**config.mk**
```make
export PLATFORM = sky130hd
export DESIGN_NAME = pacman_motion
export DESIGN_NICKNAME = d
export VERILOG_FILES = /design/src/rtl/pacman_pkg.sv /design/src/rtl/pacman_motion_debounce.sv /design/src/rtl/pacman_motion.sv
export SDC_FILE = /design/constraint.sdc
export NUM_CORES = 1
export LEC_CHECK = 0
export ABC_AREA = 1
export CAP_MARGIN = 25
export CORE_MARGIN = 4
export CORE_UTILIZATION = 45
export DETAILED_ROUTE_END_ITERATION = 6
export SKIP_LAST_GASP = 1
export SYNTH_ARGS = -nofsm -noshare
export SYNTH_HDL_FRONTEND = slang
export SYNTH_HIERARCHICAL = 1
export SYNTH_SLANG_ARGS = --single-unit
```
**constraint.sdc**
```tcl
create_clock -name clk -period 3.1 [get_ports clk]
set_clock_uncertainty 0.15 [all_clocks]
set_input_delay 0.465 -clock clk [delete_from_list [all_inputs] [get_ports clk]]
set_output_delay 0.465 -clock clk [all_outputs]
set_load 0.005 [all_outputs]
```
**src/rtl/pacman_pkg.sv**
```systemverilog
// Shared Pac-Man constants: direction codes, tile grid and mover FSM states.
package pacman_pkg;

  localparam logic [2:0] DIR_RIGHT = 3'd0;
  localparam logic [2:0] DIR_LEFT  = 3'd2;
  localparam logic [2:0] DIR_DOWN  = 3'd3;
  localparam logic [2:0] DIR_UP    = 3'd4;

  localparam int GRID_TILE_LOG2 = 4;
  localparam int GRID_ORIGIN_X  = 7;
  localparam int GRID_ORIGIN_Y  = 2;

  typedef enum logic [1:0] {
    IDLE,
    Q_REQ,
    Q_CUR,
    STEP
  } mv_state_t;

  function automatic logic dir_is_x(input logic [2:0] d);
    return (d == DIR_RIGHT) || (d == DIR_LEFT);
  endfunction

  function automatic logic [2:0] dir_rev(input logic [2:0] d);
    logic [2:0] r;
    case (d)
      DIR_RIGHT: r = DIR_LEFT;
      DIR_LEFT:  r = DIR_RIGHT;
      DIR_DOWN:  r = DIR_UP;
      DIR_UP:    r = DIR_DOWN;
      default:   r = d;
    endcase
    return r;
  endfunction

endpackage

```
**src/rtl/pacman_motion_debounce.sv**
```systemverilog
// Button conditioner: 2-flop synchroniser then a stability counter.
module btn_debounce #(
  parameter int DEB_BITS = 20
) (
  input  logic clk,
  input  logic rst,
  input  logic btn,
  output logic level
);

  logic [1:0]          sync;
  logic [DEB_BITS-1:0] cnt;

  // level follows the synced input once it has differed for 2^DEB_BITS cycles
  always_ff @(posedge clk or posedge rst) begin
    if (rst) begin
      sync  <= 2'b00;
      cnt   <= '0;
      level <= 1'b0;
    end else begin
      sync <= {sync[0], btn};
      if (sync[1] == level) begin
        cnt <= '0;
      end else if (&cnt) begin
        level <= sync[1];
        cnt   <= '0;
      end else begin
        cnt <= cnt + 1'b1;
      end
    end
  end

endmodule

```
**src/rtl/pacman_motion.sv**
```systemverilog
// Pac-Man mover: button direction request, wall-checked tile stepping,
// tunnel wrap and mouth animation feeding the sprite draw stage.
module pacman_motion
  import pacman_pkg::*;
#(
  parameter int START_X    = 471,
  parameter int START_Y    = 386,
  parameter int ORIGIN_X   = GRID_ORIGIN_X,
  parameter int ORIGIN_Y   = GRID_ORIGIN_Y,
  parameter int TILE_LOG2  = GRID_TILE_LOG2,
  parameter int X_WRAP_MIN = 7,
  parameter int X_WRAP_MAX = 903,
  parameter int DEB_BITS   = 20
) (
  input  logic        clk,
  input  logic        rst,
  input  logic        btn_u,
  input  logic        btn_d,
  input  logic        btn_l,
  input  logic        btn_r,
  input  logic        move_tick,
  input  logic        anim_tick,
  output logic        wall_req,
  output logic [6:0]  wall_col,
  output logic [5:0]  wall_row,
  input  logic        wall_ack,
  input  logic        wall_hit,
  output logic [10:0] pacman_blkpos_x,
  output logic [9:0]  pacman_blkpos_y,
  output logic [3:0]  pacman_dir,
  output logic        moving
);

  logic deb_u, deb_d, deb_l, deb_r;

  btn_debounce #(.DEB_BITS(DEB_BITS)) u_deb_u (
    .clk(clk), .rst(rst), .btn(btn_u), .level(deb_u)
  );
  btn_debounce #(.DEB_BITS(DEB_BITS)) u_deb_d (
    .clk(clk), .rst(rst), .btn(btn_d), .level(deb_d)
  );
  btn_debounce #(.DEB_BITS(DEB_BITS)) u_deb_l (
    .clk(clk), .rst(rst), .btn(btn_l), .level(deb_l)
  );
  btn_debounce #(.DEB_BITS(DEB_BITS)) u_deb_r (
    .clk(clk), .rst(rst), .btn(btn_r), .level(deb_r)
  );

  logic [2:0] req_dir;

  always_ff @(posedge clk or posedge rst) begin
    if (rst) begin
      req_dir <= DIR_RIGHT;
    end else if (deb_d) begin
      req_dir <= DIR_DOWN;
    end else if (deb_u) begin
      req_dir <= DIR_UP;
    end else if (deb_l) begin
      req_dir <= DIR_LEFT;
    end else if (deb_r) begin
      req_dir <= DIR_RIGHT;
    end
  end

  mv_state_t   state, state_n;
  logic [10:0] x, x_n;
  logic [9:0]  y, y_n;
  logic [2:0]  cur_dir, cur_n;
  logic        mov_n, req_n, frame;
  logic [6:0]  col_n;
  logic [5:0]  row_n;

  logic [10:0] dx;
  logic [9:0]  dy;
  logic        x_al, y_al, cur_al;
  logic [6:0]  t_col;
  logic [5:0]  t_row;
  logic [12:0] nb_req, nb_cur;

  function automatic logic [12:0] nbr(
    input logic [2:0] d,
    input logic [6:0] c,
    input logic [5:0] r
  );
    logic [6:0] nc;
    logic [5:0] nr;
    nc = c;
    nr = r;
    case (d)
      DIR_RIGHT: nc = c + 7'd1;
      DIR_LEFT:  nc = c - 7'd1;
      DIR_DOWN:  nr = r + 6'd1;
      DIR_UP:    nr = r - 6'd1;
      default:   nc = c;
    endcase
    return {nc, nr};
  endfunction

  assign dx     = x - 11'(ORIGIN_X);
  assign dy     = y - 10'(ORIGIN_Y);
  assign x_al   = (dx[TILE_LOG2-1:0] == '0);
  assign y_al   = (dy[TILE_LOG2-1:0] == '0);
  assign cur_al = dir_is_x(cur_dir) ? x_al : y_al;
  assign t_col  = 7'(dx >> TILE_LOG2);
  assign t_row  = 6'(dy >> TILE_LOG2);
  assign nb_req = nbr(req_dir, t_col, t_row);
  assign nb_cur = nbr(cur_dir, t_col, t_row);

  always_ff @(posedge clk or posedge rst) begin
    if (rst) begin
      state    <= IDLE;
      x        <= 11'(START_X);
      y        <= 10'(START_Y);
      cur_dir  <= DIR_RIGHT;
      moving   <= 1'b0;
      wall_req <= 1'b0;
      wall_col <= '0;
      wall_row <= '0;
    end else begin
      state    <= state_n;
      x        <= x_n;
      y        <= y_n;
      cur_dir  <= cur_n;
      moving   <= mov_n;
      wall_req <= req_n;
      wall_col <= col_n;
      wall_row <= row_n;
    end
  end

  always_comb begin
    state_n = state;
    x_n     = x;
    y_n     = y;
    cur_n   = cur_dir;
    mov_n   = moving;
    req_n   = wall_req;
    col_n   = wall_col;
    row_n   = wall_row;
    unique case (state)
      IDLE: begin
        if (move_tick) begin
          if (!cur_al) begin
            if (req_dir == dir_rev(cur_dir)) cur_n = req_dir;
            state_n = STEP;
          end else if (x_al && y_al) begin
            state_n = Q_REQ;
            req_n   = 1'b1;
            {col_n, row_n} = nb_req;
          end
        end
      end
      Q_REQ: begin
        if (wall_req && wall_ack) begin
          req_n = 1'b0;
          if (!wall_hit) begin
            cur_n   = req_dir;
            state_n = STEP;
          end else if (req_dir != cur_dir) begin
            state_n = Q_CUR;
          end else begin
            mov_n   = 1'b0;
            state_n = IDLE;
          end
        end
      end
      Q_CUR: begin
        // request drops for one cycle between the two queries
        if (!wall_req) begin
          req_n = 1'b1;
          {col_n, row_n} = nb_cur;
        end else if (wall_ack) begin
          req_n = 1'b0;
          if (wall_hit) begin
            mov_n   = 1'b0;
            state_n = IDLE;
          end else begin
            state_n = STEP;
          end
        end
      end
      STEP: begin
        case (cur_dir)
          DIR_RIGHT:
            x_n = (x == 11'(X_WRAP_MAX)) ? 11'(X_WRAP_MIN) : x + 11'd1;
          DIR_LEFT:
            x_n = (x == 11'(X_WRAP_MIN)) ? 11'(X_WRAP_MAX) : x - 11'd1;
          DIR_DOWN: y_n = y + 10'd1;
          DIR_UP:   y_n = y - 10'd1;
          default:  x_n = x;
        endcase
        mov_n   = 1'b1;
        state_n = IDLE;
      end
    endcase
  end

  always_ff @(posedge clk or posedge rst) begin
    if (rst) begin
      frame <= 1'b0;
    end else if (anim_tick && moving) begin
      frame <= ~frame;
    end
  end

  assign pacman_blkpos_x = x;
  assign pacman_blkpos_y = y;
  assign pacman_dir      = {cur_dir, frame};

endmodule
```
; ---- Word-level counts from Yosys, hierarchy flattened
; Cells that the tools add are included.
[word_totals]
regBits = 137
input_bits = 10
[classes]
n_addsub = 14
n_reduce_logical = 31
bitwise_logic = 5
eq_ne = 31
muxes = 65
[op_table]
columns = operator, n
row1 = $mux W20, 8
row2 = $reduce_and A21 Y1, 4
row3 = $add A20 B1 Y20 const B, 4
row4 = $reduce_and A20 Y1, 4
row5 = $pmux W7 S2, 3
row6 = $mux W3, 12
row7 = $pmux W6 S2, 3
row8 = $mux W7, 4
row9 = $ne A2 B2 Y1 const B, 13
row10 = $mux W6, 4
row11 = $mux W11, 2
row12 = $pmux W11 S2, 1
row13 = $pmux W10 S2, 1
row14 = $mux W2, 9
row15 = $reduce_and A5 Y1, 3
row16 = $mux W1, 13
row17 = $eq A3 B2 Y1 const B, 4
row18 = $pmux W3 S4, 1
row19 = $add A11 B1 Y11 const B, 1
row20 = $eq A11 B10 Y1 const B, 1
row21 = $eq A11 B3 Y1 const B, 1
row22 = $sub A11 B1 Y11 const B, 1
row23 = $sub A11 B3 Y11 const B, 1
row24 = $add A10 B1 Y10 const B, 1
row25 = other kinds (28), 47

; ---- Longest topological paths before layout
[logic_depth]
word_depth = 11
ltp_mapped = 15
mapped_depth_nobuf = 15

; ---- By module
; The synthesis kept the hierarchy.
[by_module_without_submodules]
columns = mod, cells_per_inst, area_per_inst_um2, n_inst
row1 = btn_debounce, 147, 1189.9, 4
row2 = pacman_motion, 637, 4252.8, 1

; ---- Worst setup path after synthesis
; No wires, ideal clock.
[synth_timing]
path_type = flip-flop to flip-flop
startpoint = register y[1] (netlist: pacman_blkpos_y[1])
endpoint = register wall_row[1]
synth_period_minus_slack_ps = 2245
stages_incl_launch_ff = 13
required_ps = 2834
setup_time_ps = 116
arrival_ps = 1978
path_slack_ps = 855
path_cell_list = dfstp_2 -> inv_1 -> ha_1 -> nand3_1 -> xor2_2 -> inv_1 -> ha_1 -> inv_1 -> nor2_1 -> o21ai_0 -> o21ai_0 -> nand2_1 -> nand2_1
[synth_via]
elab_chain_len = 7
elab_cells_between_ends = 16
classes_between = add/sub (3) / eq/ne (2) / mux (8) / reduce/logical (3)
[synth_lines]
columns = element, line_no
row1 = "start, declared", pacman_motion.sv:67  ; logic [9:0] y, y_n;
row2 = "start signal, assigned", pacman_motion.sv:113  ; y <= 10'(START_Y);
row3 = "start signal, assigned", pacman_motion.sv:122  ; y <= y_n;
row4 = $sub A10 B2 Y10 (*), pacman_motion.sv:100  ; assign dy = y - 10'(ORIGIN_Y);
row5 = $sub A6 B1 Y6 or $add A6 B1 Y6 (tied branches), "pacman_motion.sv:93, pacman_motion.sv:92"
row6 = $pmux W6 S2, pacman_motion.sv:89  ; case (d)
row7 = $mux W6, pacman_motion.sv:146  ; end else if (x_al && y_al) begin
row8 = $mux W6, pacman_motion.sv:143  ; if (!cur_al) begin
row9 = $mux W6, pacman_motion.sv:142  ; if (move_tick) begin
row10 = $pmux W6 S2, pacman_motion.sv:140  ; unique case (state)
row11 = "end signal, assigned", pacman_motion.sv:127  ; wall_row <= row_n;
row12 = "end, declared", pacman_motion.sv:25  ; output logic [5:0] wall_row,
; Mark *: on every way between the ends. The rest lies on a longest branch, timed or not. The select of a mux whose other input is x is not followed.
; A chain may end at the register's enable or synchronous reset.

; ---- Worst setup path after layout
[layout_timing]
startpoint = register cur_dir[0]
endpoint = register y[6] (netlist: pacman_blkpos_y[6])
[layout_via]
elab_chain_len = 3
elab_cells_between_ends = 5
classes_between = eq/ne (2) / mux (1) / reduce/logical (2)
[layout_lines]
columns = element, line_no
row1 = "start, declared", pacman_motion.sv:68  ; logic [2:0] cur_dir, cur_n;
row2 = "start signal, assigned", pacman_motion.sv:123  ; cur_dir <= cur_n;
row3 = $eq A3 B3 Y1 or $eq A3 B2 Y1 (tied branches), pacman_motion.sv:183  ; case (cur_dir)
row4 = $reduce_bool A2 Y1 (no line), --
row5 = $reduce_and A2 Y1 (no line), --
; Parallel ways exist; a longest one is shown, timed or not.

==> results.sh <==
export IMPL_syn_avg_cell_area_um2=7.36
export IMPL_io_buffer_count=49
export IMPL_worstReg2RegEnd="pacman_blkpos_y[6]$_DFFE_PP0P_"
export IMPL_crit_fanout=12
export IMPL_grt_overflow=0
export IMPL_cp_slowest_cell="dfrtp_1"
export IMPL_regToRegStartpoint="cur_dir[0]$_DFFE_PP0P_"
export IMPL_maxSlewViolCount=0
export IMPL_stdcell_area_um2=10400
export IMPL_post_cts_setup_buffers=0
export IMPL_cp_start_kind="register"
export IMPL_root_buffer="clkbuf_16"
export IMPL_cts_buffer_depth=2
export IMPL_hold_viol_final=0
export IMPL_wl_met1_um=9580
export IMPL_gp_congestion=0.884
export IMPL_fin_ws_ns=0.469
export IMPL_routed_wl_um=20600
export IMPL_dp_slack_ns=0.484
export IMPL_syn_num_nets=1255
export IMPL_drc=0
export IMPL_crit_type="register to register"
export IMPL_combPwrFrac_pct=35.3
export IMPL_ff2ff_setup_slack_ns=0.47
export IMPL_crit_path_max_incr_delay_ns=0.43
export IMPL_power_internal_w=0.00419
export IMPL_period_share_pct=84.9
export IMPL_path_delay_family="simple AND/OR/NAND/NOR gates"
export IMPL_yosys_register_bits=137
export IMPL_rows=51
export IMPL_cts_inserted_buffers=17
export IMPL_crit_chain="inv_1 -> nand3_1 -> inv_2 -> ha_1 -> nand2_1 -> nand2_1 -> a31oi_1 -> or2_2 -> nand2_1 -> nand2_1 -> nand2_1 -> nor2_1 -> o22ai_1"
export IMPL_period_minus_slack_ns=2.63
export IMPL_start_util_pct=46.0
export IMPL_firstDrtPassIters=5
export IMPL_fill_cells=1924
export IMPL_grt_max_degree=27
export IMPL_max_clock_freq_mhz=380
export IMPL_relSlewSlack_pct=57.0
export IMPL_cp_arrival_ns=2.76
export IMPL_vias=7897
export IMPL_synth_seq_area_share_pct=38.2
export IMPL_r2r_cells=13
export IMPL_netlist_cell_type_count=49
export IMPL_setup_violations=0
export IMPL_antenna_cells=0
export IMPL_dp_hpwl_um=15300
export IMPL_drive_gt1_share_pct=12.0
export IMPL_grt_pass1_wl_um=35500
export IMPL_wl_per_cell_um=13.2
export IMPL_hold_start="u_deb_d/sync[0]$_DFF_PP0_"
export IMPL_cts_htree_levels=4
export IMPL_drt_iter0_markers=442
export IMPL_fin_nets=1313
export IMPL_tritoncts="yes"
export IMPL_cts_sinks=137
export IMPL_grt_pass1_vias=7630
export IMPL_ioPinCount=50
export IMPL_power_leakage_nw=4.66
export IMPL_cp_end_kind="register"
export IMPL_sw_frac_of_total_pct=36.8
export IMPL_cts_clk_slew_worst_paths_ns=0.06
export IMPL_ant_nets=0
export IMPL_dieHeight_um=150
export IMPL_tightest_slew_ns=0.640
export IMPL_core_area_um2=19600
export IMPL_holdPathStages=0
export IMPL_pwr_share_clk_pct=31.1
export IMPL_vdd_drop_max_mv=0.389
export IMPL_syn_inst=1225
export IMPL_holdPathEnd="u_deb_d/sync[1]$_DFF_PP0_"
export IMPL_grt_setup_unrepaired="no"
export IMPL_clk_latency_ns=0.42
export IMPL_cap_violations=0
export IMPL_p_switching_w=0.00245
export IMPL_crit_path_frequent_cell="nand2_1"
export IMPL_worst_path_buf_inv=2
export IMPL_final_setup_tns_ns=0
export IMPL_synthToLayoutAreaGrowth_pct=15.0
export IMPL_seqPwrFrac_pct=33.6
export IMPL_post_cts_resized=0
export IMPL_status="complete, no violations"
export IMPL_wl_met2_um=9710
export IMPL_maxUsedRoutingLayer="met4"
export IMPL_holdBufCountCts=0
export IMPL_antenna_found_initial=0
export IMPL_ys_warn_count=6
export IMPL_post_dp_cell_area_um2=9770
export IMPL_required_ns=3.23
export IMPL_synthesis_area_um2=9010
export IMPL_die_area_um2=22400
export IMPL_holdWs_ns=0.199
export IMPL_die_w_um=150
export IMPL_track_usage_pct=19.4
export IMPL_hp_class="register to register"
export IMPL_vias_per_cell=5.06
export IMPL_power_density_nw_per_um2=641
export IMPL_routed_wl_met3_um=1150
cell usage after synthesis (all sizes together):
cell | count | area (um^2)
nor2 | 208 | 950
o211ai | 5 | 37.5
xnor2 | 23 | 231
nor3b | 4 | 30.0
fa | 1 | 20.0
o31ai | 1 | 7.51
a31oi | 8 | 50.1
o21ai | 66 | 338
clkbuf | 4 | 17.5
ha | 19 | 238
xor2 | 47 | 419
o221ai | 1 | 8.76
nand3 | 115 | 641
buf | 14 | 123
or2 | 7 | 43.8
o22ai | 8 | 50.1
a22oi | 3 | 22.5
nand4 | 14 | 93.8
nor4 | 5 | 31.3
nand3b | 1 | 7.51
nor3 | 29 | 171
nand2 | 328 | 1320
dfrtp | 127 | 3180
o2111ai | 3 | 26.3
inv | 150 | 566
o21a | 1 | 7.51
a21oi | 22 | 110
o21bai | 1 | 7.51
dfstp | 10 | 263
state kept, by name (all words and copies together) (netlist names), 3 cells and up:
| register | cells |
|---|---|
| wall_row | 6 |
| cur_dir | 3 |
| pacman_blkpos_x | 11 |
| u_deb_l/cnt | 20 |
| u_deb_d/cnt | 20 |
| wall_col | 7 |
| u_deb_u/cnt | 20 |
| u_deb_r/cnt | 20 |
| pacman_blkpos_y | 10 |
| req_dir | 3 |
layout make-up:
cell class                 instances  area (um^2)  area share (%)
clock buffer                      18          429            4.14
clock inverter                    13          168            1.62
inverter                         150          566            5.46
multi-input combinational        920         4870            47.0
sequential                       137         3440            33.2
tap                              265          332            3.20
timing repair buffer              57          563            5.43
placed cells by master (no fill, tap or decap), types with 3 or more instances in the layout:
cell	instances
nor3_2	3
a31oi_1	8
o21ai_0	51
inv_2	20
nand4_1	13
nor2_4	15
nand3_2	8
dfrtp_1	127
inv_6	4
nor4_1	5
clkdlybuf4s50_1	49
nor2_2	16
dfstp_2	10
xnor2_1	19
a22oi_1	3
xnor2_2	4
nor3_1	25
ha_1	19
inv_1	129
nor3b_1	4
o2111ai_1	3
o22ai_1	8
buf_4	7
nand2_1	301
nand2_2	22
clkbuf_16	17
nand2_4	5
nand3_1	105
bufinv_16	3
o21ai_1	13
or2_2	5
nor2_1	176
xor2_1	46
o211ai_1	5
a21oi_1	22
cells by family (layout without fill, tap and decap cells):
group           count (synthesis)  in the layout  share of synthesized area [%]
simple gates                  711            711                           36.5
xor+xnor                       70             70                           7.22
fa+ha+maj                      20             20                           2.86
compound gates                119            119                           7.39
flops                         137            137                           38.2
buf+inv                       168            238                           7.83
per-stage QoR:
step,power [W],util [%],std cells
after floorplan,0.00391,-,1225
after global placement,0.00460,49.9,1529
after detailed placement,0.00462,49.9,1529
after CTS,0.00673,52.9,1560
after global routing,0.00712,52.9,1560
final,0.00664,52.9,1560
routing by layer:
layer,vias up,global-route usage (%)
met5,-,0
met4,0,5.13
met3,14,4.45
met2,165,32.6
met1,3687,25.4
li1,4031,-
worst max path at each step:
stage	to	slack, ns	depth (start not counted)	from
final	pacman_blkpos_y[6]$_DFFE_PP0P_	0.47	13	cur_dir[0]$_DFFE_PP0P_
after global placement	wall_row[5]$_DFFE_PP0P_	0.54	11	pacman_blkpos_y[1]$_DFFE_PP1P_
after CTS	pacman_blkpos_y[6]$_DFFE_PP0P_	0.47	13	cur_dir[0]$_DFFE_PP0P_
after global routing	pacman_blkpos_y[5]$_DFFE_PP0P_	0.21	12	cur_dir[0]$_DFFE_PP0P_
after detailed placement	pacman_blkpos_y[6]$_DFFE_PP0P_	0.48	13	cur_dir[0]$_DFFE_PP0P_
after floorplan	wall_row[1]$_DFFE_PP0P_	0.86	12	pacman_blkpos_y[1]$_DFFE_PP1P_
power by group through the flow:
stage / Combinational, W / Clock, W / Sequential (W)
4_1_cts: 0.00236 / 0.00213 / 0.00224
6_report: 0.00234 / 0.00207 / 0.00223
2_1_floorplan: 0.00172 / 0 / 0.00219
3_3_place_gp: 0.00233 / 0 / 0.00227
3_5_place_dp: 0.00235 / 0 / 0.00227
5_1_grt: 0.00266 / 0.00220 / 0.00226
Power figures use the tool's default switching activity.
==> edit 1: new RTL, same flow settings <==
`DEB_BITS` is set to 20 in 2 places; all go to 28.
--- a/src/rtl/pacman_motion_debounce.sv
+++ b/src/rtl/pacman_motion_debounce.sv
@@ -1,6 +1,6 @@
 // Button conditioner: 2-flop synchroniser then a stability counter.
 module btn_debounce #(
-  parameter int DEB_BITS = 20
+  parameter int DEB_BITS = 28
 ) (
   input  logic clk,
   input  logic rst,
--- a/src/rtl/pacman_motion.sv
+++ b/src/rtl/pacman_motion.sv
@@ -10,7 +10,7 @@
   parameter int TILE_LOG2  = GRID_TILE_LOG2,
   parameter int X_WRAP_MIN = 7,
   parameter int X_WRAP_MAX = 903,
-  parameter int DEB_BITS   = 20
+  parameter int DEB_BITS   = 28
 ) (
   input  logic        clk,
   input  logic        rst,
Behaviour: no difference found for any inputs over 4 cycles, from zero or initial values and one cycle with rst high; that may be too few to reach the edited logic, so the function may still have changed.
==> edit 1 against the original RTL <==
- via count increased by 25%
- wire length is 25% higher
- power is 6.6% higher
- synthesized area grew 23%
- sequential cell count grew 32
- worst setup slack better by 0.067 ns
- cell area increased by 21%
==> edit 1: results (changes against the original RTL) <==
Comb_multi_in = 1204 (+31%)
Vias = 9898 (+25%)
Worst slew pin tran = 0.5904 ns (-0.04916 ns)
WL met1 = 12360 um (+29%)
Met3 routed WL = 1063 um (-7.2%)
Clkbuf count = 19 (+1)
Net Count, Synth = 1611 (+28%)
Layout fillers = 2403 (+25%)
Layout clock area frac = 4.573% (-1.2 points)
Synth Area in XOR/XNOR = 5.586% (-1.6 points)
Power Density = 566.1 nW/um2 (-12%)
Number of global-route vias before repair = 9307 (+22%)
WP data arrival = 2.79 ns (+0.03 ns)
Clock power frac = 29.3% (-1.8 points)
Leak = 5.547 nW (+19%)
Met1 GRT Util = 27.53% (+2.2 points)
Total track usage = 19.95% (+0.54 points)
Largest net degree at the start of global routing = 32 (+19%)
CTS clk-pin slew, worst paths = 0.07 ns
Worst Setup EP = pacman_blkpos_y[9]$_DFFE_PP0P_
Dpl hpwl = 19210 um (+25%)
Synth area leaders = dfrtp_1 (36%), nand2_1 (16%), nor2_1 (8.8%)
DRT Wirelength = 25830 um (+25%)
Worst reg2reg path depth = 14 (+1)
Number of synthesized register bits = 169 (+23%)
Signal buf overhead = 4.463% (-0.97 points)
First-pass GRT wire length = 44650 um (+26%)
Post-synth top cells = nand2_1 (461), nor2_1 (260), inv_1 (178), dfrtp_1 (159), nand3_1 (133)
Seq/total area = 33.92% (+0.72 points)
Sequential share of the synthesized area = 38.18% (about the same)
Reg2Reg Setup Slack = 0.54 ns (+0.07 ns)
Post-Synth Adder-Cell Area = 2.320% (-0.54 points)
Critical-path top delay cell = dfrtp_1
Iteration-0 DRC Markers = 670 (+52%)
Met3 usage = 2.978% (-1.5 points)
Layout Nets = 1670 (+27%)
Met2 Track Usage GR = 32.72% (+0.14 points)
Non-CTS buffers = 58 (+1.8%)
Status = completed
Nonclk inv count = 190 (+27%)
Layout cells sized above 1 = 8.530% (-3.4 points)
Distinct cells, synth = 50 (+2.0%)
Comb pwr share = 33.5% (-1.8 points)
Pre-antenna DRT Iters = 7 (+2)
Total negative slack = 0 ns (unchanged)
Hold slack = 0.1988 ns (-0.0003330 ns)
Fraction of area in multi-input gates = 48.08% (+1.1 points)
Routed wl met2 = 12060 um (+24%)
Worst Hold Class = reg2reg
Switch share = 37.42% (+0.57 points)
Placer Congestion = 0.9129 (+3.3%)
Compound-Gate Fraction of Synth Area = 6.893% (-0.49 points)
Worst VDD drop = 0.0003174 V (-18%)
[edit 1: cell count changes after synthesis, moves of 8 or more]
cell,change
xnor2_1,+12
nand2_1,+160
nor3_1,-16
dfrtp_1,+32
and2_1,+8
xor2_1,-8
inv_1,+48
a21oi_1,+20
nor2_1,+84
nand3_1,+28
inv_2,-8
[edit 1: metrics by stage]
stage	instance area, um2	utilization [%]	std cells	setup slack (ns)
finish	12500	51.42	1977	0.5356
global route	12500	51.42	1977	0.2729
detailed placement	11930	49.07	1945	0.5351
global placement	11930	49.07	1945	0.5419
CTS	12500	51.42	1977	0.5256
floorplan	11110	-	1581	0.8554
[edit 1: critical path: cells and delay by family, from the launching register on]
family                     cells  cell delay [ns]
adders and majority gates      1             0.33
xor gates and xnor gates       1             0.16
DFF                            1             0.42
AOI/OAI and AO/OA              1             0.17
and+or+nand+nor                9             0.87
buffers and inverters          2             0.43
==> edit 2: new RTL, same flow settings <==
Made on the original files. Add an input register stage for `btn_u`, `btn_d`, `btn_l` and `btn_r`, with the module's reset; this delays them by one clock. The other inputs are not delayed to match.
--- a/src/rtl/pacman_motion.sv
+++ b/src/rtl/pacman_motion.sv
@@ -31,19 +31,38 @@
   output logic        moving
 );
 
+  logic btn_u_q;
+  logic btn_d_q;
+  logic btn_l_q;
+  logic btn_r_q;
+
+  always_ff @(posedge clk or posedge rst) begin
+    if (rst) begin
+      btn_u_q <= '0;
+      btn_d_q <= '0;
+      btn_l_q <= '0;
+      btn_r_q <= '0;
+    end else begin
+      btn_u_q <= btn_u;
+      btn_d_q <= btn_d;
+      btn_l_q <= btn_l;
+      btn_r_q <= btn_r;
+    end
+  end
+
   logic deb_u, deb_d, deb_l, deb_r;
 
   btn_debounce #(.DEB_BITS(DEB_BITS)) u_deb_u (
-    .clk(clk), .rst(rst), .btn(btn_u), .level(deb_u)
+    .clk(clk), .rst(rst), .btn(btn_u_q), .level(deb_u)
   );
   btn_debounce #(.DEB_BITS(DEB_BITS)) u_deb_d (
-    .clk(clk), .rst(rst), .btn(btn_d), .level(deb_d)
+    .clk(clk), .rst(rst), .btn(btn_d_q), .level(deb_d)
   );
   btn_debounce #(.DEB_BITS(DEB_BITS)) u_deb_l (
-    .clk(clk), .rst(rst), .btn(btn_l), .level(deb_l)
+    .clk(clk), .rst(rst), .btn(btn_l_q), .level(deb_l)
   );
   btn_debounce #(.DEB_BITS(DEB_BITS)) u_deb_r (
-    .clk(clk), .rst(rst), .btn(btn_r), .level(deb_r)
+    .clk(clk), .rst(rst), .btn(btn_r_q), .level(deb_r)
   );
 
   logic [2:0] req_dir;
Check against the original RTL: no difference found for any inputs over 4 cycles, from zero or initial values and one cycle with rst high; that may be too few to reach the edited logic, so the function may still have changed.
==> edit 2 against the original RTL <==
- power rose by 0.48%
- synthesized area fell by 0.39%
- wire length fell by 2.2%
- worst hold slack got worse by 0.0021 ns
- cell area barely moved
- synthesized cell count fell by 1.8%
- sequential cell count rose by 4
- worst setup slack got worse by 0.067 ns
- via count fell by 3.5%
- critical path type unchanged
- highest routed layer unchanged
==> edit 2: results (changes against the original RTL) <==
Status = completed
Layout fillers = 1906 (-0.94%)
Iteration-0 DRC Markers = 333 (-25%)
Nonclk inv count = 146 (-2.7%)
Number of synthesized register bits = 141 (+2.9%)
Dpl hpwl = 14860 um (-3.1%)
Area of the multi-input gates = 4768 um2 (-2.0%)
Post-Synth Adder-Cell Area = 2.871% (+0.011 points)
First-pass GRT wire length = 34430 um (-3.1%)
Synth Area in XOR/XNOR = 7.652% (+0.43 points)
Internal = 0.004276 W (+1.9%)
Wire length per cell = 13.07 um (-1.1%)
Layout Nets = 1296 (-1.3%)
Met3 usage = 3.403% (-1.0 points)
Number of global-route vias before repair = 7298 (-4.4%)
Placement-stage worst setup slack = 0.4346 ns (-0.04938 ns)
Top-area cell type share of the netlist area = 36.52% (+1.3 points)
Synth area leaders = dfrtp_1 (37%), nand2_1 (12%), nor2_1 (7.2%)
Sequential Area = 3541 um2 (+2.9%)
Seq/total area = 34.15% (+0.95 points)
Clkbuf count = 20 (+2)
Mapped Cells = 1203 (-1.8%)
Layout cells sized above 1 = 11.96% (about the same)
Power Combinational = 0.00230 W (-2%)
Die area = 22270 um2 (-0.37%)
Layout clock area frac = 5.865% (+0.11 points)
Routed vias/inst = 4.935 (-2.5%)
Leak = 4.618 nW (-0.85%)
Sequential share of the synthesized area = 39.44% (+1.3 points)
Final cell count without fillers = 1544 (-1.0%)
Compound-Gate Fraction of Synth Area = 7.875% (+0.49 points)
[edit 2: cell types whose count changed after synthesis, sizes merged, moves of 3 or more]
cell / before / now
a21oi: 22 / 27
dfrtp: 127 / 131
inv: 150 / 145
nand2: 328 / 314
nand3: 115 / 107
nor2: 208 / 203
nor4: 5 / 1
o21ai: 66 / 70
o22ai: 8 / 5
xnor2: 23 / 28
[edit 2: final timing paths]
path	start	end	slack (ns)	cells after the start
max in group asynchronous	rst	u_deb_l/cnt[2]$_DFF_PP0_	1.71	2
max reg2reg	cur_dir[0]$_DFFE_PP0P_	pacman_blkpos_y[6]$_DFFE_PP0P_	0.40	13
min reg2reg	btn_u_q$_DFF_PP0_	u_deb_u/sync[0]$_DFF_PP0_	0.20	0
min in group asynchronous	rst	u_deb_d/cnt[5]$_DFF_PP0_	0.30	2
min	btn_u_q$_DFF_PP0_	u_deb_u/sync[0]$_DFF_PP0_	0.20	0
max	cur_dir[0]$_DFFE_PP0P_	pacman_blkpos_y[6]$_DFFE_PP0P_	0.40	13
